`config.mk`:
```
export PLATFORM = sky130hd
export DESIGN_NAME = ff_pipe_ce
export DESIGN_NICKNAME = d
export VERILOG_FILES = /design/src/rtl/ff_prim_pkg.sv /design/src/rtl/ff_stage.sv /design/src/rtl/ff_pipe_ce.sv
export SDC_FILE = /design/constraint.sdc
export NUM_CORES = 1
export LEC_CHECK = 0
export BUFFER_PORTS_ARGS = -buffer_cell sky130_fd_sc_hd__buf_2
export CAP_MARGIN = 20
export CELL_PAD_IN_SITES_DETAIL_PLACEMENT = 1
export CELL_PAD_IN_SITES_GLOBAL_PLACEMENT = 1
export CORE_UTILIZATION = 36
export CTS_CLUSTER_DIAMETER = 40
export DETAILED_ROUTE_END_ITERATION = 8
export PLACE_DENSITY_LB_ADDON = 0.1
export SETUP_SLACK_MARGIN = 0.02
export SLEW_MARGIN = 20
export SYNTH_ARGS = -nofsm -noshare
export SYNTH_HDL_FRONTEND = slang
export SYNTH_SLANG_ARGS = --single-unit
export TNS_END_PERCENT = 10
```
`constraint.sdc`:
```
create_clock -name CK -period 1.64 [get_ports CK]
set_input_delay 0.328 -clock CK [delete_from_list [all_inputs] [get_ports CK]]
set_output_delay 0.328 -clock CK [all_outputs]
set_load 0.005 [all_outputs]
```
`src/rtl/ff_prim_pkg.sv`:
```
// Shared constants and helpers for the CE/clear flip-flop pipeline.
package ff_prim_pkg;

  localparam int unsigned SRMODE_CE_OVER_LSR = 0;
  localparam int unsigned SRMODE_LSR_OVER_CE = 1;

  // Ceiling log2, never less than 1 so counters always have a bit.
  function automatic int unsigned clog2(input int unsigned n);
    int unsigned r;
    r = 0;
    for (int unsigned i = 0; i < 32; i++) begin
      if ((32'd1 << i) < n) r = i + 1;
    end
    return (r == 0) ? 1 : r;
  endfunction

endpackage

```
`src/rtl/ff_stage.sv`:
```
// One data+valid register with clock enable, gated clear and sync reset.
module ff_stage
  import ff_prim_pkg::*;
#(
  parameter int unsigned       WIDTH      = 8,
  parameter logic [WIDTH-1:0]  RESET_VAL  = '0,
  parameter int unsigned       SRMODE     = SRMODE_CE_OVER_LSR,
  parameter bit                CLEAR_DATA = 1'b1
) (
  input  logic             clk_i,
  input  logic             rst_i,
  input  logic             ce_i,
  input  logic             sr_i,
  input  logic [WIDTH-1:0] d_i,
  input  logic             dv_i,
  output logic [WIDTH-1:0] q_o,
  output logic             qv_o
);

  logic [WIDTH-1:0] data_q;
  logic             valid_q;
  logic             clr_c;

  assign clr_c = sr_i & (ce_i | (SRMODE == SRMODE_LSR_OVER_CE));

  // Priority: reset, then clear, then enabled capture, else hold.
  always_ff @(posedge clk_i) begin
    if (rst_i) begin
      data_q  <= RESET_VAL;
      valid_q <= 1'b0;
    end else if (clr_c) begin
      valid_q <= 1'b0;
      if (CLEAR_DATA) data_q <= RESET_VAL;
    end else if (ce_i) begin
      data_q  <= d_i;
      valid_q <= dv_i;
    end
  end

  assign q_o  = data_q;
  assign qv_o = valid_q;

endmodule

```
`src/rtl/ff_pipe_ce.sv`:
```
// Multi-stage CE/clear register pipeline with valid tracking and occupancy count.
module ff_pipe_ce
  import ff_prim_pkg::*;
#(
  parameter int unsigned       WIDTH      = 8,
  parameter int unsigned       DEPTH      = 3,
  parameter logic [WIDTH-1:0]  RESET_VAL  = '0,
  parameter int unsigned       SRMODE     = SRMODE_CE_OVER_LSR,
  parameter bit                CLEAR_DATA = 1'b1
) (
  input  logic                          CK,
  input  logic                          CD,
  input  logic                          SP,
  input  logic                          SR,
  input  logic [WIDTH-1:0]              D,
  input  logic                          DV,
  output logic [WIDTH-1:0]              Q,
  output logic                          QV,
  output logic [clog2(DEPTH+1)-1:0]     OCC
);

  localparam int unsigned OW = clog2(DEPTH + 1);

  logic [WIDTH-1:0] data_w  [DEPTH+1];
  logic             valid_w [DEPTH+1];
  logic [OW-1:0]    occ_q;
  logic [OW-1:0]    occ_d;
  logic             clr_c;

  assign data_w[0]  = D;
  assign valid_w[0] = DV;

  for (genvar i = 0; i < DEPTH; i++) begin : g_stage
    ff_stage #(
      .WIDTH      (WIDTH),
      .RESET_VAL  (RESET_VAL),
      .SRMODE     (SRMODE),
      .CLEAR_DATA (CLEAR_DATA)
    ) u_stage (
      .clk_i (CK),
      .rst_i (CD),
      .ce_i  (SP),
      .sr_i  (SR),
      .d_i   (data_w[i]),
      .dv_i  (valid_w[i]),
      .q_o   (data_w[i+1]),
      .qv_o  (valid_w[i+1])
    );
  end

  assign clr_c = SR & (SP | (SRMODE == SRMODE_LSR_OVER_CE));

  // Occupancy follows the same priority as the stages so it equals the valid popcount.
  always_comb begin
    occ_d = occ_q;
    if (clr_c) begin
      occ_d = '0;
    end else if (SP) begin
      occ_d = occ_q + OW'(DV) - OW'(valid_w[DEPTH]);
    end
  end

  always_ff @(posedge CK) begin
    if (CD) occ_q <= '0;
    else    occ_q <= occ_d;
  end

  assign Q   = data_w[DEPTH];
  assign QV  = valid_w[DEPTH];
  assign OCC = occ_q;

endmodule

```
==> results of run 1 <==
kinds of logic after synthesis:
logic type / count (synthesis)
buffers and inverters: 22
adder cells (fa/ha/maj): 2
AO/OA/AOI/OAI: 29
flip-flops: 29
AND/OR/NAND/NOR: 59
XOR/XNOR: 1
worst max path at each step:
stage,to,slack (ns),cells after the start
2_1_floorplan,OCC[1],0.03,7
3_3_place_gp,OCC[1],0.04,7
4_1_cts,OCC[1],-0.02,7
3_5_place_dp,OCC[1],-0.03,7
5_1_grt,OCC[1],-0.14,7
6_report,OCC[1],0.003,7
tightest hold or removal path, delay by kind of cell:
| kind | cells | cell delay [ns] |
|---|---|---|
| and+or+nand+nor | 1 | 0.07 |
| buffers and inverters | 1 | 0.10 |
| AOI/OAI and AO/OA | 1 | 0.06 |
area by class of cell:
type	count	area, um^2
Fill cell	416	1960
Multi-Input combinational cell	91	589
Sequential cell	29	582
Timing Repair Buffer	26	138
Tap cell	46	57.6
Clock buffer	7	55.1
Clock inverter	1	30.0
Inverter	2	7.51
registers in the layout (all words and copies together) (netlist names):
register,count
g_stage.u_stage.qv_o,3
g_stage.u_stage.q_o,24
OCC,2
routing by layer:
layer	routed length (um)	vias to the layer above
li1	-	496
met1	1240	477
met2	1070	20
met3	110	4
met4	40	0
met5	0	-
where the power goes:
group | internal, mW | switching [mW] | leakage (nW)
Clock | 0.364 | 0.244 | 0.0455
Combinational | 0.0484 | 0.0532 | 0.249
Sequential | 0.717 | 0.00645 | 0.235
Total | 1.13 | 0.304 | 0.530
per-stage QoR:
stage | hold WS, ns | power [mW] | setup TNS (ns)
after global routing | 0.250 | 1.51 | -0.135
after floorplan | 0.445 | 0.813 | 0
after global placement | 0.452 | 0.838 | 0
after detailed placement | 0.462 | 0.842 | -0.0303
after CTS | 0.253 | 1.46 | -0.0187
final | 0.270 | 1.43 | 0
layout by cell type (no fill, tap or decap), types with 2 or more instances in the layout:
cell / Yosys / final
nand2b_1: 28 / 28
buf_4: 8 / 3
clkbuf_4: 0 / 5
inv_1: 2 / 2
dfxtp_1: 29 / 28
buf_2: 5 / 23
nand3b_1: 28 / 28
a21oi_1: 27 / 27
what timing repair did:
action | CTS | global route
endpoints found under the setup margin | 1 | 1
hold buffers | 0 | 0
gates resized for setup | 2 | 0
setup buffers | 0 | 0
==> metrics.cfg, run 1 <==
[status]
status = complete, no violations

[place]
place_ws_ns = -0.0303
portBuffers = 23
dpl_cell_area_mm2 = 0.00137
dp_cells = 194
place_congestion = 0.671
hpwl_um = 1550

[clocking]
tritoncts = built
clk_latency_ns = 0.32
cts.sinks = 29
cts_made_buffers = 5
htree_levels = 2
ctsRootBufferMaster = clkbuf_4
cts.path.max_buffers = 2
clkTransAtPathRegs_ns = 0.10

[worst_hold_path]
min_to = g_stage[0].u_stage.q_o[6]
hold_path_class = in2reg
hp-start = D[6]
holdPathStages = 3

[grt]
grtUsageTotal = 0.138
grt_pass1_vias = 973
grt_busiest_layer = met2
gr-total-overflow = 0
grt_pass1_wl_um = 4210
antenna_found_initial = 0
use_met3 = 0.0460
met1_usage = 0.163
grt_max_degree = 38
use_met2 = 0.223

[floorplan]
initial_core_util = 0.382
die_area_mm2 = 0.00387
die_y_um = 62.2
rows = 21
core-area_mm2 = 0.00342
die_w_um = 62.2
pin_count = 24

[final_layout]
final_area_mm2 = 0.00146
num_antenna_cells = 0
drive_above_1_share = 0.224
syn2layout_area_growth_pct = 11.9
final-instance-count-excl-fill = 202
final_util = 0.427
fin_nets = 170

[detailed_routing]
viasPerCell = 4.94
drt-initial-drc-count = 32
vias = 997
final_antenna_net_count = 0
wire_per_inst_um = 12.2
firstDrtPassIters = 4
routed_wl_um = 2470
drc = 0

[pwr]
ir_worst_vdd_mv = 0.480
p_leak_nw = 0.530
power_density_mw_per_mm2 = 982

[setup_path]
crit_family = simple AND/OR/NAND/NOR gates
crit_type = reg2reg
max_stage_delay_ns = 0.46
crit_chain = inv_1, ha_1, inv_1, ha_2, xnor2_1, or4b_1, a31oi_1
reg2reg_from = OCC[0]
crit_top_cell = inv_1
crit_start = OCC[0]
startpoint_type = register
cp-end-kind = register
crit_slowest_cell = or4b_1
rr_worst_depth = 7
crit_fanout = 2
cp.required_ns = 1.88
r2r-end = OCC[1]
critPathBufInv = 2
worstPathArrival_ns = 1.88
rrSetupSlack_ns = 0.003

[yosys]
yosys.area_share.xor_xnor = 0.00672
yosys.area_share.simple = 0.311
syn_inst = 142
synth_compound_area_frac = 0.113
ys_seq_area_frac = 0.445
yosys_warnings = 0
muxShareOfSynthArea = 0
yosys-top-cells-count = dfxtp_1, nand2b_1, nand3b_1
ys_async_sr_fraction = 0
synth_top_family_by_area = simple AND/OR/NAND/NOR gates
synth_cell_type_count = 18
syn_nets = 157
synthMostInstantiatedCell = dfxtp_1
ys_seq_elements = 29
synth_edf_count = 0
synth-adder-area-share = 0.0192
ys.flop_type = dfxtp_1
synth_top_area_share = 0.445
synth.avg_cell_area_um2 = 9.18
yosysTopAreaCell = dfxtp_1
syn-cell-area_mm2 = 0.00130
synth_area_leaders = dfxtp_1, nand3b_1, nand2b_1, a21oi_1, buf_4

[sta]
slew_violations = 0
finalClockSkew_ns = 0.00810
max_slew_margin = 0.647
final.period_utilization = 0.998
worst_slew_pin_slew_ns = 0.529
final.min_clock_period_ns = 1.64
hold_viol = 0
max_freq_ghz = 0.611
grt_setup_unrepaired = true
layout_setup_ws_ns = 0.00258
finalSetupViolCount = 0

[run]
max_cap_violations = 0

(Power assumes the default switching activity.)
==> run 2, diff against run 1 <==
--- a/config.mk
+++ b/config.mk
@@ -9,7 +9,7 @@
 export CAP_MARGIN = 20
 export CELL_PAD_IN_SITES_DETAIL_PLACEMENT = 1
 export CELL_PAD_IN_SITES_GLOBAL_PLACEMENT = 1
-export CORE_UTILIZATION = 36
+export CORE_UTILIZATION = 40
 export CTS_CLUSTER_DIAMETER = 40
 export DETAILED_ROUTE_END_ITERATION = 8
 export PLACE_DENSITY_LB_ADDON = 0.1
==> constraint.sdc (replaced) <==
create_clock -name CK -period 1.55 [get_ports CK]
set_input_delay 0.31 -clock CK [delete_from_list [all_inputs] [get_ports CK]]
set_output_delay 0.31 -clock CK [all_outputs]
set_load 0.005 [all_outputs]
==> run 2 against run 1 <==
The flow now finishes with violations (negative setup slack). Critical path depth unchanged. Sequential share of layout area decreased by 1.3 points. Worst hold slack got worse by 0.015 ns. Sequential power increased by 5.9%. Critical endpoint unchanged. Largest power group unchanged.
==> metrics.cfg, run 2 (synthesized netlist as in run 1, its figures left out) <==
[sta]
slew_violations = 0  ; unchanged
max_freq_ghz = 0.600  ; was 0.611 GHz
layout_setup_ws_ns = -0.116  ; was 0.00258 ns
final.period_utilization = 1.07  ; was 0.998
finalClockSkew_ns = 0.00339  ; was 0.00810 ns
final.min_clock_period_ns = 1.67  ; was 1.64 ns
grt_setup_unrepaired = true  ; unchanged
fin_tns_setup_ns = -0.116  ; was 0 ns
max_slew_margin = 0.639  ; was 0.647
finalSetupViolCount = 1  ; was 0
hold_viol = 0  ; unchanged
worst_slew_pin_slew_ns = 0.542  ; was 0.529 ns

[status]
status = complete, but fails checks  ; was complete, no violations
violations = negative setup slack

[place]
portBuffers = 23  ; unchanged
hpwl_um = 1640  ; was 1550 um
dp_cells = 194  ; unchanged
place_congestion = 0.796  ; was 0.671

[clocking]
cts_made_buffers = 5  ; unchanged
ctsRootBufferMaster = clkbuf_4  ; unchanged
cts.path.max_buffers = 2  ; unchanged
cts.sinks = 29  ; unchanged
clk_latency_ns = 0.32  ; about the same
holdBufCountCts = 0  ; unchanged
clkTransAtPathRegs_ns = 0.09  ; was 0.10 ns
htree_levels = 2  ; unchanged
tritoncts = built  ; unchanged

[pwr]
p_total_mw = 1.32  ; was 1.43 mW
power_density_mw_per_mm2 = 873  ; was 982 mW/mm^2
ir_worst_vdd_mv = 0.496  ; was 0.480 mV
p_leak_nw = 0.541  ; was 0.530 nW

[grt]
grt_max_degree = 31  ; was 38
gr-total-overflow = 0  ; unchanged
grt_pass1_wl_um = 4400  ; was 4210 um
grt_pass1_vias = 1005  ; was 973
antenna_found_initial = 0  ; unchanged
grtUsageTotal = 0.173  ; was 0.138

[floorplan]
die_y_um = 59.1  ; was 62.2 um
die_area_mm2 = 0.00349  ; was 0.00387 mm^2
initial_core_util = 0.424  ; was 0.382
pin_count = 24  ; unchanged
core-area_mm2 = 0.00308  ; was 0.00342 mm^2
die_w_um = 59.1  ; was 62.2 um
rows = 20  ; was 21

[worst_hold_path]
holdPathStages = 3  ; unchanged
hold_path_class = in2reg  ; unchanged

[setup_path]
critPathBufInv = 2  ; unchanged
crit_path_end = OCC[1]  ; unchanged
startpoint_type = register  ; unchanged
crit_family = simple AND/OR/NAND/NOR gates  ; unchanged
crit_slowest_cell = or4b_1  ; unchanged
reg2reg_from = OCC[0]  ; unchanged
crit_type = reg2reg  ; unchanged
max_stage_delay_ns = 0.46  ; about the same
rr_worst_depth = 7  ; unchanged
cp.required_ns = 1.80  ; was 1.88 ns
cp.depth = 7  ; unchanged
cp-end-kind = register  ; unchanged
crit_chain = inv_2, ha_4, inv_2, ha_4, xnor2_4, or4b_1, a31oi_1  ; was inv_1, ha_1, inv_1, ha_2, xnor2_1, or4b_1, a31oi_1
rrSetupSlack_ns = -0.12  ; was 0.003 ns
r2r-end = OCC[1]  ; unchanged
crit_start = OCC[0]  ; unchanged
crit_fanout = 2  ; unchanged
worstPathArrival_ns = 1.92  ; was 1.88 ns

[final_layout]
fin_nets = 176  ; was 170
drive_above_1_share = 0.265  ; was 0.224
seqCellArea_um2 = 582  ; unchanged
num_antenna_cells = 0  ; unchanged
syn2layout_area_growth_pct = 15.5  ; was 11.9%
final_cell_mix = dfxtp_1, nand2b_1, nand3b_1  ; unchanged
final-instance-count-excl-fill = 206  ; was 202
largest_reg_flops = 24  ; unchanged
multi_input_area_um2 = 631  ; was 589 um^2
num-fill-cells = 375  ; was 416

[detailed_routing]
viasPerCell = 4.90  ; was 4.94
drc = 0  ; unchanged
vias = 1009  ; was 997
routed_wl_um = 2630  ; was 2470 um
drt-initial-drc-count = 36  ; was 32
final_antenna_net_count = 0  ; unchanged
wire_per_inst_um = 12.8  ; was 12.2 um
firstDrtPassIters = 4  ; unchanged

[run]
max_cap_violations = 0  ; unchanged

-- run 2: through the flow --
step | utilization | hold slack, ns | instance area [um^2] | setup WS (ns)
after floorplan | - | 0.445 | 1310 | -0.0475
after detailed placement | 0.450 | 0.463 | 1390 | -0.124
after global placement | 0.450 | 0.450 | 1390 | -0.0533
after CTS | 0.481 | 0.246 | 1480 | -0.114
final | 0.489 | 0.255 | 1510 | -0.116
after global routing | 0.489 | 0.247 | 1510 | -0.192
-- run 2: power by group --
part	total [mW]	internal (mW)	switching [mW]	leakage [nW]
clock	0.427	0.181	0.247	0.0265
combinational	0.122	0.0615	0.0610	0.279
sequential	0.766	0.758	0.00735	0.235
total	1.32	1.00	0.315	0.541
-- run 2: cell type report --
| class | count | area share |
|---|---|---|
| multi-input cells | 91 | 0.419 |
| repair buffers | 32 | 0.121 |
| clock buffers | 8 | 0.0324 |
| well taps | 44 | 0.0365 |
| inverters | 2 | 0.00498 |
| flip-flops and latches | 29 | 0.386 |
-- run 2: repair_timing --
action	4_1_cts	5_1_grt
setup buffers	2	2
pin swaps	4	4
gates resized for setup	5	1
endpoints found under the setup margin	1	1
-- run 2: worst min-delay path by stage --
| stage | startpoint | to | slack (ns) |
|---|---|---|---|
| 6_report | D[4] | g_stage[0].u_stage.q_o[4] | 0.25 |
| 5_1_grt | D[4] | g_stage[0].u_stage.q_o[4] | 0.25 |
| 4_1_cts | D[4] | g_stage[0].u_stage.q_o[4] | 0.25 |
| 3_5_place_dp | g_stage[2].u_stage.q_o[7] | g_stage[2].u_stage.q_o[7] | 0.46 |
| 3_3_place_gp | g_stage[2].u_stage.q_o[4] | g_stage[2].u_stage.q_o[4] | 0.45 |
| 2_1_floorplan | g_stage[0].u_stage.q_o[7] | g_stage[0].u_stage.q_o[7] | 0.45 |
-- run 2: worst reg2reg max path, cell delays in order (launching register included) --
cell,delay [ns]
dfxtp_2,0.35
inv_2,0.05
ha_4,0.25
inv_2,0.04
ha_4,0.17
xnor2_4,0.12
or4b_1,0.46
a31oi_1,0.16
-- run 2: metal layers --
| layer | global-route usage | share of wire | vias up |
|---|---|---|---|
| met1 | 0.200 | 0.46 | 478 |
| met2 | 0.300 | 0.49 | 18 |
| met3 | 0.0393 | 0.033 | 5 |
| met4 | 0.0816 | 0.015 | 0 |
| li1 | - | - | 508 |
| met5 | 0 | 0 | - |
